## config.mk

```make
export PLATFORM = sky130hd
export DESIGN_NAME = prbs_checker_16l
export DESIGN_NICKNAME = d
export VERILOG_FILES = /design/src/rtl/prbs_chk_pkg.sv /design/src/rtl/prbs_lane_chk.sv /design/src/rtl/prbs_checker_16l.sv
export SDC_FILE = /design/constraint.sdc
export NUM_CORES = 1
export LEC_CHECK = 0
export CORE_MARGIN = 2
export CORE_UTILIZATION = 50
export DETAILED_ROUTE_END_ITERATION = 10
export PLACE_DENSITY = 0.71
export SLEW_MARGIN = 20
export SYNTH_ARGS = -nofsm -noshare
export SYNTH_HDL_FRONTEND = slang
export SYNTH_SLANG_ARGS = --single-unit
```

## constraint.sdc

```tcl
create_clock -name clk -period 13.3 [get_ports clk]
set_clock_uncertainty 0.2 [all_clocks]
set_input_delay 1.995 -clock clk [delete_from_list [all_inputs] [get_ports clk]]
set_output_delay 1.995 -clock clk [all_outputs]
set_load 0.005 [all_outputs]
```

## src/rtl/prbs_chk_pkg.sv

```systemverilog
// Shared types and default parameters for the 16-lane PRBS receive checker.
package prbs_chk_pkg;

    typedef enum logic [1:0] {
        IDLE  = 2'd0,
        FILL  = 2'd1,
        CHECK = 2'd2
    } chk_state_t;

    localparam int          N_LANES_DEF  = 16;
    localparam int          N_PRBS_DEF   = 32;
    localparam logic [31:0] EQN_DEF      = 32'h0010_0002;
    localparam int          CNT_W_DEF    = 32;
    localparam int          WIN_LEN_DEF  = 256;
    localparam int          LOSS_THR_DEF = 64;

endpackage

```

## src/rtl/prbs_lane_chk.sv

```systemverilog
// One lane of the PRBS checker: received-bit history plus tap-parity predictor.
// The predictor only looks at received bits, so it re-synchronises on its own after any error.
module prbs_lane_chk
    import prbs_chk_pkg::*;
#(
    parameter int                N_PRBS = N_PRBS_DEF,
    parameter logic [N_PRBS-1:0] EQN    = N_PRBS'(EQN_DEF)
) (
    input  logic clk,
    input  logic rst,
    input  logic shift_en,
    input  logic din,
    output logic err
);

    logic [N_PRBS-1:0] hist_r;

    function automatic logic tap_parity(input logic [N_PRBS-1:0] h);
        return ^(h & EQN);
    endfunction

    assign err = din ^ tap_parity(hist_r);

    // Received-bit history, newest bit in position 0
    always_ff @(posedge clk or posedge rst) begin
        if (rst) begin
            hist_r <= {N_PRBS{1'b0}};
        end else if (shift_en) begin
            hist_r <= {hist_r[N_PRBS-2:0], din};
        end else begin
            hist_r <= hist_r;
        end
    end

endmodule

```

## src/rtl/prbs_checker_16l.sv

```systemverilog
// Receive-side checker for the 16-lane PRBS bank: per-lane predictors, lock FSM,
// loss-of-lock window and saturating error/bit counters, all in the clk_prbsgen domain.
module prbs_checker_16l
    import prbs_chk_pkg::*;
#(
    parameter int                N_LANES  = N_LANES_DEF,
    parameter int                N_PRBS   = N_PRBS_DEF,
    parameter logic [N_PRBS-1:0] EQN      = N_PRBS'(EQN_DEF),
    parameter int                CNT_W    = CNT_W_DEF,
    parameter int                WIN_LEN  = WIN_LEN_DEF,
    parameter int                LOSS_THR = LOSS_THR_DEF
) (
    input  logic               clk,
    input  logic               rst,
    input  logic               chk_en,
    input  logic               din_valid,
    input  logic [N_LANES-1:0] din,
    input  logic               clr_cnt,
    output logic               locked,
    output logic [1:0]         state,
    output logic [N_LANES-1:0] err_lanes,
    output logic [CNT_W-1:0]   err_cnt,
    output logic [CNT_W-1:0]   bit_cnt
);

    localparam int PC_W = $clog2(N_LANES + 1);
    localparam int FC_W = $clog2(N_PRBS);
    localparam int WC_W = $clog2(WIN_LEN);
    localparam int WE_W = $clog2(LOSS_THR + N_LANES + 1);

    chk_state_t         state_r;
    chk_state_t         state_nxt_s;
    logic [FC_W-1:0]    fill_cnt_r;
    logic [FC_W-1:0]    fill_cnt_nxt_s;
    logic [WC_W-1:0]    win_cyc_r;
    logic [WC_W-1:0]    win_cyc_nxt_s;
    logic [WE_W-1:0]    win_err_r;
    logic [WE_W-1:0]    win_err_nxt_s;
    logic [WE_W-1:0]    win_sum_s;
    logic [N_LANES-1:0] err_s;
    logic [PC_W-1:0]    pop_s;
    logic               shift_en_s;
    logic               cnt_en_s;
    logic               loss_s;
    logic               locked_r;
    logic [N_LANES-1:0] err_lanes_r;
    logic [CNT_W-1:0]   err_cnt_r;
    logic [CNT_W-1:0]   bit_cnt_r;

    function automatic logic [PC_W-1:0] popcount(input logic [N_LANES-1:0] v);
        logic [PC_W-1:0] acc;
        acc = {PC_W{1'b0}};
        for (int i = 0; i < N_LANES; i++) begin
            acc = acc + PC_W'(v[i]);
        end
        return acc;
    endfunction

    function automatic logic [CNT_W-1:0] sat_add(input logic [CNT_W-1:0] a,
                                                 input logic [CNT_W-1:0] b);
        logic [CNT_W:0] sum;
        sum = {1'b0, a} + {1'b0, b};
        if (sum[CNT_W]) begin
            return {CNT_W{1'b1}};
        end else begin
            return sum[CNT_W-1:0];
        end
    endfunction

    for (genvar g = 0; g < N_LANES; g++) begin : g_lane
        prbs_lane_chk #(
            .N_PRBS (N_PRBS),
            .EQN    (EQN)
        ) u_lane (
            .clk      (clk),
            .rst      (rst),
            .shift_en (shift_en_s),
            .din      (din[g]),
            .err      (err_s[g])
        );
    end

    // Histories advance in FILL and CHECK; only CHECK samples are scored
    assign shift_en_s = chk_en & din_valid & (state_r != IDLE);
    assign cnt_en_s   = chk_en & din_valid & (state_r == CHECK);
    assign pop_s      = popcount(err_s);
    assign win_sum_s  = win_err_r + WE_W'(pop_s);
    assign loss_s     = cnt_en_s & (win_sum_s >= WE_W'(LOSS_THR));

    // Next-state, fill-count and window logic
    always_comb begin
        state_nxt_s    = state_r;
        fill_cnt_nxt_s = fill_cnt_r;
        win_cyc_nxt_s  = win_cyc_r;
        win_err_nxt_s  = win_err_r;
        if (!chk_en) begin
            state_nxt_s = IDLE;
        end else begin
            case (state_r)
                IDLE: begin
                    state_nxt_s = FILL;
                end
                FILL: begin
                    if (din_valid) begin
                        if (fill_cnt_r == FC_W'(N_PRBS - 1)) begin
                            state_nxt_s = CHECK;
                        end else begin
                            fill_cnt_nxt_s = fill_cnt_r + FC_W'(1);
                        end
                    end else begin
                        fill_cnt_nxt_s = fill_cnt_r;
                    end
                end
                CHECK: begin
                    if (din_valid) begin
                        if (loss_s) begin
                            state_nxt_s = FILL;
                        end else if (win_cyc_r == WC_W'(WIN_LEN - 1)) begin
                            win_cyc_nxt_s = {WC_W{1'b0}};
                            win_err_nxt_s = {WE_W{1'b0}};
                        end else begin
                            win_cyc_nxt_s = win_cyc_r + WC_W'(1);
                            win_err_nxt_s = (win_sum_s >= WE_W'(LOSS_THR)) ? WE_W'(LOSS_THR)
                                                                           : win_sum_s;
                        end
                    end else begin
                        win_cyc_nxt_s = win_cyc_r;
                    end
                end
                default: begin
                    state_nxt_s = IDLE;
                end
            endcase
        end
        // Every (re)entry into FILL or CHECK starts from a clean count
        if (state_nxt_s != FILL) begin
            fill_cnt_nxt_s = {FC_W{1'b0}};
        end else begin
            fill_cnt_nxt_s = fill_cnt_nxt_s;
        end
        if (state_nxt_s != CHECK) begin
            win_cyc_nxt_s = {WC_W{1'b0}};
            win_err_nxt_s = {WE_W{1'b0}};
        end else begin
            win_cyc_nxt_s = win_cyc_nxt_s;
        end
    end

    // FSM, fill counter, window and lock registers
    always_ff @(posedge clk or posedge rst) begin
        if (rst) begin
            state_r    <= IDLE;
            fill_cnt_r <= {FC_W{1'b0}};
            win_cyc_r  <= {WC_W{1'b0}};
            win_err_r  <= {WE_W{1'b0}};
            locked_r   <= 1'b0;
        end else begin
            state_r    <= state_nxt_s;
            fill_cnt_r <= fill_cnt_nxt_s;
            win_cyc_r  <= win_cyc_nxt_s;
            win_err_r  <= win_err_nxt_s;
            locked_r   <= (state_nxt_s == CHECK);
        end
    end

    // Per-lane flags and saturating totals, one cycle behind the sampled word
    always_ff @(posedge clk or posedge rst) begin
        if (rst) begin
            err_lanes_r <= {N_LANES{1'b0}};
            err_cnt_r   <= {CNT_W{1'b0}};
            bit_cnt_r   <= {CNT_W{1'b0}};
        end else begin
            if (cnt_en_s) begin
                err_lanes_r <= err_s;
            end else begin
                err_lanes_r <= {N_LANES{1'b0}};
            end
            if (clr_cnt) begin
                err_cnt_r <= {CNT_W{1'b0}};
                bit_cnt_r <= {CNT_W{1'b0}};
            end else if (cnt_en_s) begin
                err_cnt_r <= sat_add(err_cnt_r, CNT_W'(pop_s));
                bit_cnt_r <= sat_add(bit_cnt_r, CNT_W'(N_LANES));
            end else begin
                err_cnt_r <= err_cnt_r;
                bit_cnt_r <= bit_cnt_r;
            end
        end
    end

    assign locked    = locked_r;
    assign state     = state_r;
    assign err_lanes = err_lanes_r;
    assign err_cnt   = err_cnt_r;
    assign bit_cnt   = bit_cnt_r;

endmodule

```

==> flow_summary.toml, run 1 <==
[sta]
rsz0062_at_grt = "false"
fin_hold_ws_ns = 0.2950
worstMarginPinSlew_ns = 1.051
setup_ws_ns = 5.395
tns_ns = 0
hold_viol_final = 0
setup_violations = 0
slew-limit-headroom_pct = 29.93
fmax_mhz = 126.5
fin_crit_ns = 7.905
final_max_slew_viol_count = 0
fin_crit_sh_pct = 59.44

[die]
coreArea_um2 = 36610
die_w_um = 196.9
ios = 104
dieArea_um2 = 38780
die_y_um = 196.9
start_util_pct = 50.83
fp-row-count = 70

[clock_network]
insertion_delay_ns = 0.56
cts_hold_buf = 0
clock_tree.buffer_depth = 3
cts_made_buffers = 46
cts_tree = "built"
root_buffer = "clkbuf_16"
post-cts-setup-buffers = 0
clk_pin_slew_ns = 0.06
clock-sinks = 436
cts_resized = 0
htreeDepth = 2

[final_layout]
fin_nets = 1480
drive_gt1_share_pct = 32.58
fin_cells = 1929
areaGrowthSynthToFinish_pct = 15.52
n_antenna_cell = 0

[global_routing]
grt_usage_pct = 16.72
antenna_found_initial = 0
grt_overflow = 0
grt_pass1_vias = 10560
grt_pass1_wl_um = 53160
grt_max_degree = 174

[synthesis]
synth_area_um2 = 18610
synth_top_family_by_area = "multiplexers"
synthAdderAreaFrac_pct = 2.568
muxShareOfSynthArea_pct = 20.88
ys_types = 70
synth-simple-area-share_pct = 7.846
synthFlopType = "dfrtp_1"
synth-compound-area-share_pct = 4.383
ys_ff_latch = 436
synth_edf_count = 0
synth_fp_nets = 1381
netlist_instances = 1329
ys_async_sr_fraction_pct = 100.0
yosysSeqAreaShare_pct = 58.63
synth_xor_area_share_pct = 3.247
avgSynthCellArea_um2 = 14.00
ys_warn_count = 0

[setup_path]
cp_slowest_cell = "fa_1"
cp_cell_sequence = "clkdlybuf4s50_1 -> xor2_1 -> xnor2_1 -> fa_1 -> inv_1 -> fa_1 -> fa_1 -> fa_1 -> ha_1 -> inv_1 -> fa_1 -> inv_1 -> fa_1 -> a211oi_1 -> or3_1 -> nand3_1 -> or3_1 -> a21oi_1 -> nor2_1"
r2r_setup_slack_ns = 6.88
path_class = "in -> reg"
critPathBufInv = 4
end_kind = "flop"
critPathTopFamily = "adder cells"
r2r-end = "win_cyc_r[7]"
startpoint_type = "input port"
crit_path_frequent_cell = "fa_1"
reg2reg_from = "g_lane[13].u_lane.hist_r[1]"
cp.depth = 19
ff2ff_path_depth = 18
critical_path_arrival_ns = 8.11
path_max_fanout = 20
max_stage_delay_ns = 0.59
cp.required_ns = 13.51

[pwr]
vdd_drop_max_uv = 371.1
leakagePower_nw = 10.24
power_mw = 4.127
power_density_nw_per_um2 = 192.0

[drt]
dr.pass1.iters = 4
wl_per_cell_um = 16.12
drtAntennaViolNets = 0
drc_errors = 0
vias = 10400
wl_um = 31090
drtIter0Drc = 561
viasPerCell = 5.392

[placement]
numPortBuffers = 103
routabilityCongestion = 0.8220
hpwlAfterDp_um = 19360
dp_worst_setup_slack_ns = 4.742
dp_cells = 1848

[min_path]
worstHoldStart = "g_lane[11].u_lane.hist_r[7]"
hold-path-endpoint = "g_lane[11].u_lane.hist_r[8]"
min_delay_path_depth = 1
hp-class = "reg -> reg"

[job]
maxCapViolations = 0

[status]
status = "finished, final reports clean"
-- worst register-to-register path, stage by stage (launching register included) --
cell      delay, ns
dfrtp_1        0.39
xor2_1         0.17
xnor2_1        0.41
fa_1           0.53
fa_1           0.52
inv_1          0.07
fa_1           0.48
fa_1           0.56
ha_1           0.17
inv_1          0.05
fa_1           0.47
inv_1          0.10
fa_1           0.46
a211oi_1       0.28
or3_1          0.17
nand3_1        0.50
or3_1          0.55
a21oi_1        0.15
nor2_1         0.05
-- sequential cells by signal (all words and copies together) (netlist names), 2 cells and up --
| register | cells |
|---|---|
| bit_cnt | 29 |
| err_cnt | 32 |
| err_lanes | 16 |
| fill_cnt_r | 5 |
| g_lane.u_lane.hist_r | 336 |
| state | 2 |
| win_cyc_r | 8 |
| win_err_r | 7 |
-- area by class of cell --
| class | instances | area (um^2) |
|---|---|---|
| clock buffer | 68 | 1395 |
| clock inverter | 13 | 133.9 |
| fill | 2875 | 15110 |
| inverter | 27 | 105.1 |
| multi-input combinational | 803 | 7243 |
| sequential | 436 | 10910 |
| tap | 468 | 585.6 |
| timing repair buffer | 114 | 1125 |
-- placed cells by master (no fill, tap or decap), types with 10 or more instances in the layout --
cell,Yosys,final
a21oi_1,24,24
and2_1,10,10
and3_1,17,17
clkbuf_16,0,47
clkbuf_8,0,14
clkdlybuf4s50_1,0,102
dfrtp_1,436,436
fa_1,12,12
ha_1,19,19
inv_1,27,26
mux2_2,337,337
nand2_1,33,33
nand3_1,28,28
nand4_1,11,11
nor2_1,65,65
nor3_1,19,19
o21ai_0,18,18
o21ai_2,14,14
xnor2_1,40,40
xor2_1,29,29
-- power breakdown --
part	switching [mW]	total, mW	internal [mW]
sequential	0.0898	1.60	1.51
combinational	0.674	1.26	0.581
clock	0.507	1.27	0.764
-- cell families after synthesis --
| family | count (synthesis) |
|---|---|
| compound gates | 115 |
| xor+xnor | 69 |
| fa+ha+maj | 31 |
| buf+inv | 90 |
| flops | 436 |
| mux | 346 |
| simple gates | 242 |
-- cells in the mapped netlist (14+ instances only) --
| cell type | number | share of area, % |
|---|---|---|
| nor2_1 | 65 | 1.3 |
| nor3_1 | 19 | 0.51 |
| xnor2_1 | 40 | 1.9 |
| a21oi_1 | 24 | 0.65 |
| buf_2 | 40 | 1.1 |
| o21ai_0 | 18 | 0.48 |
| inv_1 | 27 | 0.54 |
| mux2_2 | 337 | 20 |
| o21ai_2 | 14 | 0.66 |
| xor2_1 | 29 | 1.4 |
| ha_1 | 19 | 1.3 |
| and3_1 | 17 | 0.57 |
| dfrtp_1 | 436 | 59 |
| nand2_1 | 33 | 0.67 |
| nand3_1 | 28 | 0.75 |
-- per-layer routing --
metal	vias up	part of all wire, %	GRT usage (%)	wire (um)
li1	4908	-	-	-
met2	189	47	26.17	14470
met3	45	5.0	3.097	1563
met1	5260	47	24.00	14530
met5	-	0	0	0
met4	0	1.7	4.845	533
-- worst max-delay path by stage --
| stage | startpoint | endpoint | slack (ns) |
|---|---|---|---|
| 3_3_place_gp | din[3] | win_cyc_r[7] | 4.91 |
| 3_5_place_dp | din[3] | win_cyc_r[7] | 4.74 |
| 5_1_grt | din[0] | win_cyc_r[7] | 5.06 |
| 4_1_cts | din[3] | win_cyc_r[7] | 5.35 |
| 6_report | din[3] | win_cyc_r[7] | 5.39 |
| 2_1_floorplan | rst | bit_cnt[10] | 5.22 |
-- per-stage QoR --
stage	cell area, um^2	util [%]
floorplan	18610	-
global placement	19970	54.54
detailed placement	19970	54.54
CTS	21490	58.71
global route	21500	58.72
finish	21500	58.72
Note: power is estimated with default switching activity, not from simulation.
==> run 2: changes to the inputs <==
PLACE_DENSITY = 0.69   (was 0.71)
clock period = 7.4 ns   (was 13.3 ns; I/O delays follow)
==> run 2 against run 1 <==
  * Worst hold slack lost 0.012 ns
  * Global-route usage is essentially flat
  * Critical path type unchanged
  * Sequential cell count is the same
==> flow_summary.toml, run 2 (synthesized netlist as in run 1, its figures left out) <==
[sta]
tns_ns = 0
setup_violations = 0
rsz0062_at_grt = "false"
worstMarginPinSlew_ns = 1.175
final_max_slew_viol_count = 0
slew-limit-headroom_pct = 21.69
fin_hold_ws_ns = 0.2827
hold_viol_final = 0
fin_crit_ns = 6.725
fin_crit_sh_pct = 90.88
fmax_mhz = 148.7

[global_routing]
grt_max_degree = 204
grt_pass1_wl_um = 53180
grtUsageMet1_pct = 24.14
grt_overflow = 0
grt_usage_pct = 16.75
antenna_found_initial = 0
use_met2_pct = 25.48
busiest_layer = "met2"
grt_pass1_vias = 10530
grt_use_met3_pct = 3.303

[clock_network]
clock-sinks = 436
cts_made_buffers = 46
htreeDepth = 2
insertion_delay_ns = 0.57
cts_tree = "built"
cts_hold_buf = 0
clock_tree.buffer_depth = 3
root_buffer = "clkbuf_16"
clk_pin_slew_ns = 0.06
post-cts-setup-buffers = 0
cts_resized = 0

[final_layout]
fin_cells = 1936
largest_reg_flops = 336
multi_input_area_um2 = 7243
areaGrowthSynthToFinish_pct = 15.74
final_common_cell = "dfrtp_1"
largest-register = "g_lane.u_lane.hist_r"
n_antenna_cell = 0
drive_gt1_share_pct = 32.36
fillerInstances = 2902
fin_nets = 1487
seqCellArea_um2 = 10910
final_cell_mix = "dfrtp_1, mux2_2, clkdlybuf4s50_1, nor2_1, clkbuf_16"

[die]
fp-row-count = 70
die_w_um = 196.9
start_util_pct = 50.83
coreArea_um2 = 36610
die_y_um = 196.9
ios = 104
dieArea_um2 = 38780

[placement]
dp_cells = 1855
hpwlAfterDp_um = 19580
routabilityCongestion = 0.7852
numPortBuffers = 103

[min_path]
hp-class = "reg -> reg"

[pwr]
vdd_drop_max_uv = 486.0
p_sw_mw = 2.313
seqPwrFrac_pct = 38.8
p_clk_share_pct = 30.2
intPower_mw = 5.112
leakagePower_nw = 10.24
power_density_nw_per_um2 = 344.7
switching_share_pct = 31.15
combPwrFrac_pct = 31.0

[setup_path]
end_kind = "flop"
startpoint_type = "input port"
critical_path_arrival_ns = 6.95
cp.required_ns = 7.62
path_class = "in -> reg"
path_max_fanout = 17

[drt]
drtIter0Drc = 547
dr.pass1.iters = 5
vias = 10470
drc_errors = 0
wl_um = 31030
drtAntennaViolNets = 0
viasPerCell = 5.405
wl_per_cell_um = 16.03

[status]
status = "finished, final reports clean"

[job]
maxCapViolations = 0
## run 2: changes by cell type in the layout (fill, tap and decap cells not counted), sizes merged
cell	previous run	this run
bufinv	2	1
inv	28	27
clkbuf	68	75
clkinv	9	4
buf	12	19
## run 2: final cells by class
| type | count | share of cell area (%) |
|---|---|---|
| Sequential cell | 436 | 50.65 |
| Multi-Input combinational cell | 803 | 33.63 |
| Clock buffer | 75 | 6.552 |
| Timing Repair Buffer | 121 | 5.582 |
| Tap cell | 468 | 2.719 |
| Inverter | 27 | 0.4879 |
| Clock inverter | 6 | 0.3776 |
## run 2: metal layers
layer  wire length (um)  share of wire (%)
met5                  0                  0
met4                621                2.0
met3               1579                5.1
met2              14130                 46
met1              14700                 47
## run 2: final timing paths
path,depth (start not counted),from,endpoint,slack [ns]
min in group asynchronous,2,rst,g_lane[9].u_lane.hist_r[20],0.65
max in group asynchronous,4,rst,g_lane[13].u_lane.hist_r[4],4.42
worst max-delay path,19,din[11],win_cyc_r[6],0.67
worst min-delay path,1,g_lane[4].u_lane.hist_r[7],g_lane[4].u_lane.hist_r[8],0.28
worst max register to register,18,g_lane[11].u_lane.hist_r[1],win_cyc_r[6],1.27
worst min register to register,1,g_lane[4].u_lane.hist_r[7],g_lane[4].u_lane.hist_r[8],0.28
## run 2: critical path: stages
cell and delay [ns]:
clkdlybuf4s50_1 0.44, xor2_1 0.18, xnor2_1 0.42, fa_1 0.52, fa_1 0.51, inv_1 0.05, fa_1 0.47, fa_1 0.57
ha_1 0.19, inv_1 0.06, fa_1 0.47, inv_1 0.10, fa_1 0.46, a21oi_1 0.23, o221ai_2 0.17, xor2_1 0.19
a211oi_1 0.12, o21ai_2 0.58, nor2_1 0.10
## run 2: power by group through the flow
| stage | registers, mW | clock network, mW | logic [mW] |
|---|---|---|---|
| global placement | 2.91 | 0 | 2.20 |
| detailed placement | 2.92 | 0 | 2.32 |
| finish | 2.88 | 2.24 | 2.30 |
| floorplan | 2.87 | 0 | 1.85 |
| global route | 2.93 | 2.42 | 2.59 |
| CTS | 2.88 | 2.31 | 2.32 |
## run 2: stage by stage
stage | util [%] | worst slack [ns] | cell area, um^2 | total power [mW]
floorplan | - | 0.2007 | 18610 | 4.720
global placement | 54.75 | 0.1540 | 20040 | 5.105
detailed placement | 54.75 | -0.03924 | 20040 | 5.244
CTS | 58.82 | 0.5995 | 21540 | 7.519
global route | 58.83 | 0.2424 | 21540 | 7.937
finish | 58.83 | 0.6748 | 21540 | 7.425
